### src/rtl/prio_enc_pkg.sv
// Package: prio_enc_pkg
// Shared definitions for the registered priority encoder.
//   PRIO_N_DEFAULT : default number of request lines
//   PRIO_MAX_N     : widest vector onehot() can produce
//   prio_state_e   : output slot state (EMPTY / PRESENT)
//   clog2_safe     : code width, never below 1
//   onehot         : one-hot mask for an index
package prio_enc_pkg;

    localparam int unsigned PRIO_N_DEFAULT = 8;
    localparam int unsigned PRIO_MAX_N     = 64;

    typedef enum logic {
        StEmpty   = 1'b0,
        StPresent = 1'b1
    } prio_state_e;

    function automatic int unsigned clog2_safe(input int unsigned n);
        return (n <= 2) ? 1 : $clog2(n);
    endfunction

    function automatic logic [PRIO_MAX_N-1:0] onehot(input int unsigned idx);
        return {{(PRIO_MAX_N-1){1'b0}}, 1'b1} << idx;
    endfunction

endpackage

### src/rtl/prio_find_first.sv
// Module: prio_find_first
// Combinational search for the first set bit of vec, scanning upward from
// index start and wrapping at N.
//   vec   in  N  candidate vector
//   start in  W  first index examined
//   found out 1  any bit of vec set
//   idx   out W  first set index at or after start (0 when none)
module prio_find_first
    import prio_enc_pkg::*;
#(
    parameter int unsigned N = PRIO_N_DEFAULT,
    parameter int unsigned W = clog2_safe(N)
) (
    input  logic [N-1:0] vec,
    input  logic [W-1:0] start,
    output logic         found,
    output logic [W-1:0] idx
);

    logic [W-1:0] pos;

    always_comb begin
        found = |vec;
        idx   = '0;
        pos   = '0;
        // Walk offsets from farthest to nearest so the nearest hit is written last.
        for (int unsigned k = 0; k < N; k++) begin
            pos = W'((32'(start) + (N - 1 - k)) % N);
            if (vec[pos]) begin
                idx = pos;
            end
        end
    end

endmodule

### src/rtl/prio_req_encoder.sv
// Module: prio_req_encoder
// Registered priority encoder with sticky request capture and a valid/ready
// output slot. Request pulses accumulate in a pending register; the winner is
// presented on code and held until the consumer accepts it.
//   clk        in   1  rising-edge clock
//   rst        in   1  asynchronous active-high reset
//   req_in     in   N  request lines, bit i set => line i pending from next edge
//   flush      in   1  synchronous clear of pending and the output slot
//   code_ready in   1  consumer accepts code this cycle
//   code_valid out  1  code holds a granted index
//   code       out  W  granted index
//   pending    out  N  pending vector (presented line included until accepted)
// Build option: define PRIO_ROUND_ROBIN_EN for round-robin selection;
// otherwise the lowest set index wins.
module prio_req_encoder
    import prio_enc_pkg::*;
#(
    parameter int unsigned N = PRIO_N_DEFAULT,
    parameter int unsigned W = clog2_safe(N)
) (
    input  logic         clk,
    input  logic         rst,
    input  logic [N-1:0] req_in,
    input  logic         flush,
    input  logic         code_ready,
    output logic         code_valid,
    output logic [W-1:0] code,
    output logic [N-1:0] pending
);

    logic [N-1:0] pending_q, pending_d;
    logic [W-1:0] code_q, code_d;
    logic         code_valid_q, code_valid_d;

    prio_state_e  state;
    logic         acc;
    logic         load;
    logic [N-1:0] avail;
    logic [W-1:0] start;
    logic         found;
    logic [W-1:0] sel_idx;

    assign state = code_valid_q ? StPresent : StEmpty;
    assign acc   = (state == StPresent) & code_ready;
    assign load  = (state == StEmpty) | acc;
    // Set wins over clear: a line re-requested in its accept cycle stays pending.
    assign avail = (pending_q & ~(acc ? N'(onehot(32'(code_q))) : '0)) | req_in;

`ifdef PRIO_ROUND_ROBIN_EN
    logic [W-1:0] ptr_q, ptr_d;
    logic [W-1:0] last_grant;

    // The grant accepted this cycle already counts as last served, so the
    // same-cycle reload searches past it.
    assign last_grant = acc ? code_q : ptr_q;
    assign start      = (32'(last_grant) == N - 1) ? '0 : last_grant + W'(1);

    always_comb begin
        ptr_d = ptr_q;
        if (acc && !flush) begin
            ptr_d = code_q;
        end
    end

    always_ff @(posedge clk or posedge rst) begin
        if (rst) begin
            ptr_q <= W'(N - 1);
        end else begin
            ptr_q <= ptr_d;
        end
    end
`else
    assign start = '0;
`endif

    prio_find_first #(
        .N(N),
        .W(W)
    ) u_find_first (
        .vec  (avail),
        .start(start),
        .found(found),
        .idx  (sel_idx)
    );

    always_comb begin
        pending_d    = avail;
        code_d       = code_q;
        code_valid_d = code_valid_q;
        if (load) begin
            code_valid_d = found;
            code_d       = found ? sel_idx : '0;
        end
        // Flush overrides both the accept and any same-cycle requests.
        if (flush) begin
            pending_d    = '0;
            code_valid_d = 1'b0;
            code_d       = '0;
        end
    end

    always_ff @(posedge clk or posedge rst) begin
        if (rst) begin
            pending_q    <= '0;
            code_q       <= '0;
            code_valid_q <= 1'b0;
        end else begin
            pending_q    <= pending_d;
            code_q       <= code_d;
            code_valid_q <= code_valid_d;
        end
    end

    assign code_valid = code_valid_q;
    assign code       = code_q;
    assign pending    = pending_q;

endmodule
### config.mk
export PLATFORM = sky130hd
export DESIGN_NAME = prio_req_encoder
export DESIGN_NICKNAME = d
export VERILOG_FILES = /design/src/rtl/prio_enc_pkg.sv /design/src/rtl/prio_find_first.sv /design/src/rtl/prio_req_encoder.sv
export SDC_FILE = /design/constraint.sdc
export NUM_CORES = 1
export LEC_CHECK = 0
export ABC_AREA = 1
export ABC_CLOCK_PERIOD_IN_PS = 2100
export BUFFER_PORTS_ARGS = -buffer_cell sky130_fd_sc_hd__buf_4
export CAP_MARGIN = 30
export CORE_MARGIN = 5
export CORE_UTILIZATION = 40
export DETAILED_ROUTE_END_ITERATION = 10
export PLACE_DENSITY = 0.64
export SLEW_MARGIN = 15
export SYNTH_ARGS = -nofsm -noshare
export SYNTH_HDL_FRONTEND = slang
export SYNTH_HIERARCHICAL = 1
export SYNTH_SLANG_ARGS = --single-unit
### constraint.sdc
create_clock -name clk -period 2.1 [get_ports clk]
set_input_delay 0.21 -clock clk [delete_from_list [all_inputs] [get_ports clk]]
set_output_delay 0.21 -clock clk [all_outputs]
set_load 0.02 [all_outputs]
==> results of run 1 <==
## final cells by class
type | count | share of cell area
clock buffer | 4 | 0.0214
sequential | 12 | 0.178
timing repair buffer | 31 | 0.139
tap | 44 | 0.0324
multi-input combinational | 165 | 0.561
inverter | 28 | 0.0678
## power by group through the flow
stage | Sequential (mW) | Combinational, mW | Clock (mW)
global placement | 0.273 | 0.379 | 0
floorplan | 0.296 | 0.268 | 0
detailed placement | 0.273 | 0.379 | 0
global route | 0.275 | 0.494 | 0.205
finish | 0.273 | 0.445 | 0.187
CTS | 0.268 | 0.382 | 0.192
## final timing paths
path | start | endpoint | slack (ns) | cells past startpoint
setup reg to reg | code[1]$_DFFE_PP0P_ | code[2]$_DFFE_PP0P_ | 0.12 | 16
hold reg to reg | pending[7]$_DFF_PP0_ | pending[7]$_DFF_PP0_ | 0.56 | 2
max in group asynchronous | rst | code[1]$_DFFE_PP0P_ | 1.26 | 3
min in group asynchronous | rst | pending[5]$_DFF_PP0_ | 0.50 | 3
setup / recovery | code[1]$_DFFE_PP0P_ | code[2]$_DFFE_PP0P_ | 0.12 | 16
hold / removal | flush | pending[2]$_DFF_PP0_ | 0.16 | 2
## cells by family (layout without fill, tap and decap cells)
kind of cell,after synthesis,count (layout),share of synthesized area
AND/OR/NAND/NOR,135,135,0.519
buffers and inverters,33,63,0.130
AO/OA/AOI/OAI,20,20,0.0833
flip-flops,12,12,0.232
adder cells (fa/ha/maj),2,2,0.0194
XOR/XNOR,2,2,0.0136
other,1,6,0.00290
## what timing repair did
item	in CTS	in global routing
hold buffers	1	0
resized for setup	0	35
hold endpoints to repair	12	0
endpoints found under the setup margin	0	3
setup buffers	0	2
## registers in the layout (all words and copies together) (netlist names)
signal      cells
pending         8
code            3
code_valid      1
## routing by layer
metal | track usage | vias to the layer above | wire, um
met5 | 0 | - | 0
met4 | 0.0381 | 0 | 16
met2 | 0.243 | 30 | 1790
met3 | 0.0337 | 2 | 140
met1 | 0.233 | 659 | 1630
li1 | - | 719 | -
## worst register-to-register path, stage by stage (launching register included)
cell and delay, ns:
dfrtp_2 0.42, inv_1 0.08, nor2_2 0.13, nand2_1 0.10
nand2_2 0.08, nand2_1 0.10, nand2_1 0.10, nand3_1 0.11
nand3_1 0.12, nand2_1 0.10, inv_1 0.11, nand3_1 0.10
nand2_1 0.07, nand2_1 0.04, nand2_1 0.05, nand4_1 0.10
o21ai_0 0.09
## cells in the final DEF (no fill, tap or decap), drive strengths merged
cell	n
nand2	82
nand3	36
buf	30
inv	27
a21oi	15
dfrtp	12
nor2	10
conb	6
o21ai	5
nand4	4
clkbuf	4
nor4	2
ha	2
clkinv	1
nand3b	1
dlygate4sd3	1
xor2	1
xnor2	1
## stage by stage
stage | setup TNS [ns] | util | setup slack, ns | area, um^2 | hold WS, ns
after floorplan | 0 | - | 0.154 | 1310 | 0.0747
after global routing | -0.0662 | 0.551 | -0.0398 | 1700 | 0.158
after CTS | 0 | 0.510 | 0.0972 | 1570 | 0.157
final | 0 | 0.551 | 0.124 | 1700 | 0.160
after detailed placement | 0 | 0.495 | 0.119 | 1520 | 0.256
after global placement | 0 | 0.495 | 0.112 | 1520 | 0.252
==> results.toml, run 1 <==
[drt]
drtPass1Iterations = 4
vias = 1410
drt_iter0_markers = 75
wirelength_um = 3570
routedWlPerCell_um = 12.6
postRouteAntennaNets = 0
drc = 0
viasPerCell = 4.96

[sta]
hold_viol = 0
finalCriticalPeriod_ns = 1.98
fmax_mhz = 506
skew_ns = 0.00100
finalCritPeriodShare = 0.941
slew_violations = 0
rsz0062_at_grt = "yes"
finalSetupViolCount = 0

[floorplan]
die_width_um = 66.8
initial_core_util = 0.420
die-area_um2 = 4470
coreArea_um2 = 3080
row_count = 20
die_y_um = 66.8
io_pins = 24

[pwr]
internal_power_uw = 525
p_switching_uw = 379
swShare = 0.419
ir_drop_uv = 397
combPwrFrac = 0.492
power.share.clock = 0.206
p_leak_nw = 0.888
seqPwrFrac = 0.302
power_uw = 905
powerDensity_nw_per_um2 = 533

[logic_synthesis]
yosys-top-cells-count = "nand2_1, nand3_1, inv_1"
ys_seq_area_frac = 0.232
yosysMostFrequentCell = "nand2_1"
synth.top_cell.area_share = 0.232
yosysTopAreaCell = "dfrtp_1"
synth_area_per_cell_um2 = 6.30
ys_seq_elements = 12
ys_warn_count = 6
synth_area_leaders = "dfrtp_1, nand2_1, nand3_1"
synth_area_um2 = 1290
synth_flop_cell = "dfrtp_1"
synth_edf_count = 0
syn_inst = 205
synthArstFlopShare = 1.00
ys_types = 24

[critical_path]
crit_path_cell_trace = "inv_1, nor2_2, nand2_1, nand2_2, nand2_1, nand2_1, nand3_1, nand3_1, nand2_1, inv_1, nand3_1, nand2_1, nand2_1, nand2_1, nand4_1, o21ai_0"
path_class = "reg2reg"
required_ns = 2.30
critPathMaxFanout = 5
critPathMaxStageDelay_ns = 0.42
crit_path_end_kind = "register"
cpMostUsedCell = "nand2_1"
critPathSlowestCell = "dfrtp_2"
start_kind = "register"
worstPathArrival_ns = 2.18
cp_top_family = "simple AND/OR/NAND/NOR gates"
path_buf_inv = 2

[finish]
final_cells = 284
diodes = 0
multi_input_area_um2 = 952
syn_to_final_growth_pct = 31.3
n_fill_cell = 323
seq_area_um2 = 303
nNetsFinal = 255
drive_gt1_frac = 0.404

[global_routing]
grt_pass1_wl_um = 5640
antenna_found_initial = 0
grt_use_total = 0.161
grt_pass1_vias = 1282
globalRoute.totalOverflow = 0
grt_max_degree = 13

[cts]
cts_tree = "yes"
clk_pin_slew_worst_paths_ns = 0.08
cts-root-buf = "clkbuf_4"
cts_inserted_buffers = 3
cts_buffer_depth = 2
cts.sinks = 12
htreeDepth = 1
insertion_delay_ns = 0.28

[placed_design]
port_buffers = 23
dp_cells = 277
hpwl_um = 2650
routabilityCongestion = 0.884

[flow_run]
maxCapViolCount = 0

[run_status]
outcome = "complete, no violations"

[hold_path]
hp-class = "in2reg"
Note: power is estimated with default switching activity, not from simulation.
==> inputs of run 2 (changes only) <==
PLACE_DENSITY = 0.69   (was 0.64)
SYNTH_HIERARCHICAL = not set   (was 1)
==> run 2 against run 1 <==
Global-route usage shrank 3.0 points; utilization grew 0.82 points; highest routed layer unchanged; first-iteration DRC count shrank 87%; fmax grew 35%; final area shrank 43%; sequential share of layout area grew 13 points; critical path depth shrank 4; clock skew grew 0.0066 ns.
==> results.toml, run 2 <==
[pwr]
p_leak_nw = 0.506
ir_drop_uv = 358
powerDensity_nw_per_um2 = 596
power_uw = 576

[cts]
htreeDepth = 1
cts_buffer_depth = 2
cts-root-buf = "clkbuf_4"
cts_tree = "yes"
cts.sinks = 12
clk_pin_slew_worst_paths_ns = 0.08
insertion_delay_ns = 0.27
cts_resized = 0
cts_inserted_buffers = 3

[flow_run]
maxCapViolCount = 0

[hold_path]
holdPathStages = 3
min_to = "pending[2]$_DFF_PP0_"
hp-start = "req_in[2]"
hp-class = "in2reg"

[finish]
drive_gt1_frac = 0.410
syn_to_final_growth_pct = 33.6
largest_register_ffs = 8
layout_commonest_cell = "nand2_1"
diodes = 0
mostFrequentLayoutCells = "nand2_1, buf_4, inv_1"
nNetsFinal = 135

[floorplan]
die-area_um2 = 2760
coreArea_um2 = 1730
initial_core_util = 0.419
io_pins = 24
die_y_um = 52.5
row_count = 15
die_width_um = 52.5

[critical_path]
worst-r2r-cell-count = 12
path_class = "reg2reg"
path_buf_inv = 2
r2r-start = "code[0]$_DFFE_PP0P_"
cp_top_family = "simple AND/OR/NAND/NOR gates"
critPathMaxStageDelay_ns = 0.44
start_kind = "register"
critPathMaxFanout = 6
r2r-end = "code[0]$_DFFE_PP0P_"
crit_cells = 12
crit_path_end_kind = "register"
crit_path_cell_trace = "inv_1, nand2_1, inv_1, nand2_1, a21oi_2, nand2_2, nor2_4, nand2_2, nand2_2, nor2_1, nand2_1, nand2_1"
cpMostUsedCell = "nand2_1"
worstPathArrival_ns = 1.63
r2r_slack_ns = 0.64
required_ns = 2.27
critPathSlowestCell = "dfrtp_1"

[logic_synthesis]
ys_seq_area_frac = 0.415
yosysMostFrequentCell = "nand2_1"
synth_area_per_cell_um2 = 7.61
ys_seq_elements = 12
syn-num-nets = 107
synth.top_cell.area_share = 0.415
ys_warn_count = 0
yosysTopAreaCell = "dfrtp_1"
synthArstFlopShare = 1.00
ys_types = 15
synth_area_um2 = 723
syn_inst = 95
synth_edf_count = 0
synth_area_leaders = "dfrtp_1, nand2_1, inv_1"
yosys-top-cells-count = "nand2_1, inv_1, nor2_1"
synth_flop_cell = "dfrtp_1"

[placed_design]
port_buffers = 23
routabilityCongestion = 0.832
hpwl_um = 1260

[sta]
finalSetupViolCount = 0
finalCritPeriodShare = 0.695
setup-tns-final_ns = 0
rsz0062_at_grt = "no"
slew_headroom = 0.689
holdWs_ns = 0.168
finalCriticalPeriod_ns = 1.46
skew_ns = 0.00762
slew_violations = 0
hold_viol = 0
fmax_mhz = 685
worst_pin_slew_ns = 0.466

[drt]
drtPass1Iterations = 4
viasPerCell = 4.17
drt_iter0_markers = 10
routedWlPerCell_um = 10.4
postRouteAntennaNets = 0
drc = 0
wirelength_um = 1520
vias = 613

[global_routing]
grt_pass1_vias = 646
globalRoute.totalOverflow = 0
grt_pass1_wl_um = 2640
grt_max_degree = 13
grt_use_total = 0.131
antenna_found_initial = 0

[run_status]
outcome = "complete, no violations"
-- run 2: cell types whose count changed after synthesis, moves of 6 or more --
cell and change:
nor2_1 +6, nand3_2 -9, nand3_1 -26, inv_1 -9, a21oi_1 -13, nand2_1 -42
-- run 2: metal layers --
| metal | track usage | part of all wire | up-vias |
|---|---|---|---|
| met4 | 0.0511 | 0.011 | 0 |
| met1 | 0.167 | 0.47 | 263 |
| met5 | 0 | 0 | - |
| met2 | 0.209 | 0.47 | 12 |
| li1 | - | - | 336 |
| met3 | 0.0370 | 0.053 | 2 |
-- run 2: logic make-up (layout without fill, tap and decap cells) --
family / count (synthesis) / after routing / synth area share
compound gates: 8 / 8 / 0.114
flops: 12 / 12 / 0.415
buf+inv: 19 / 46 / 0.104
simple gates: 56 / 56 / 0.367
-- run 2: metrics by stage --
| stage | cell area (um^2) | std cells | util | setup slack [ns] |
|---|---|---|---|---|
| detailed placement | 920 | 142 | 0.533 | 0.638 |
| global placement | 920 | 142 | 0.533 | 0.633 |
| finish | 966 | 147 | 0.559 | 0.640 |
| global route | 966 | 147 | 0.559 | 0.517 |
| floorplan | 723 | 95 | - | 0.632 |
| CTS | 966 | 147 | 0.559 | 0.633 |
-- run 2: worst max-delay path by stage --
stage | start | slack, ns | to
detailed placement | code_valid$_DFFE_PP0P_ | 0.64 | code[0]$_DFFE_PP0P_
global placement | code_valid$_DFFE_PP0P_ | 0.63 | code[0]$_DFFE_PP0P_
CTS | code[1]$_DFFE_PP0P_ | 0.63 | code[0]$_DFFE_PP0P_
finish | code[0]$_DFFE_PP0P_ | 0.64 | code[0]$_DFFE_PP0P_
floorplan | code_valid$_DFFE_PP0P_ | 0.63 | code[0]$_DFFE_PP0P_
global route | code[0]$_DFFE_PP0P_ | 0.52 | code[0]$_DFFE_PP0P_
-- run 2: power by group --
group          internal (mW)  switching, mW
registers              0.245         0.0140
clock network          0.105         0.0804
logic                 0.0562         0.0751
total                  0.407          0.169
-- run 2: timing repair --
| item | in CTS | in global routing |
|---|---|---|
| buffers inserted | 0 | 0 |
| hold endpoints to repair | 12 | 0 |
| hold buffers | 1 | 0 |
| endpoints found under the setup margin | 0 | 0 |
-- run 2: worst min-delay path: stages --
cell and delay (ns):
buf_4 0.08, a21oi_2 0.04, nor2_1 0.07
-- run 2: area by class of cell --
class | count | area, um^2
Fill cell | 164 | 761
Multi-Input combinational cell | 64 | 348
Sequential cell | 12 | 300
Timing Repair Buffer | 24 | 183
Inverter | 18 | 67.6
Clock buffer | 4 | 36.3
Tap cell | 25 | 31.3
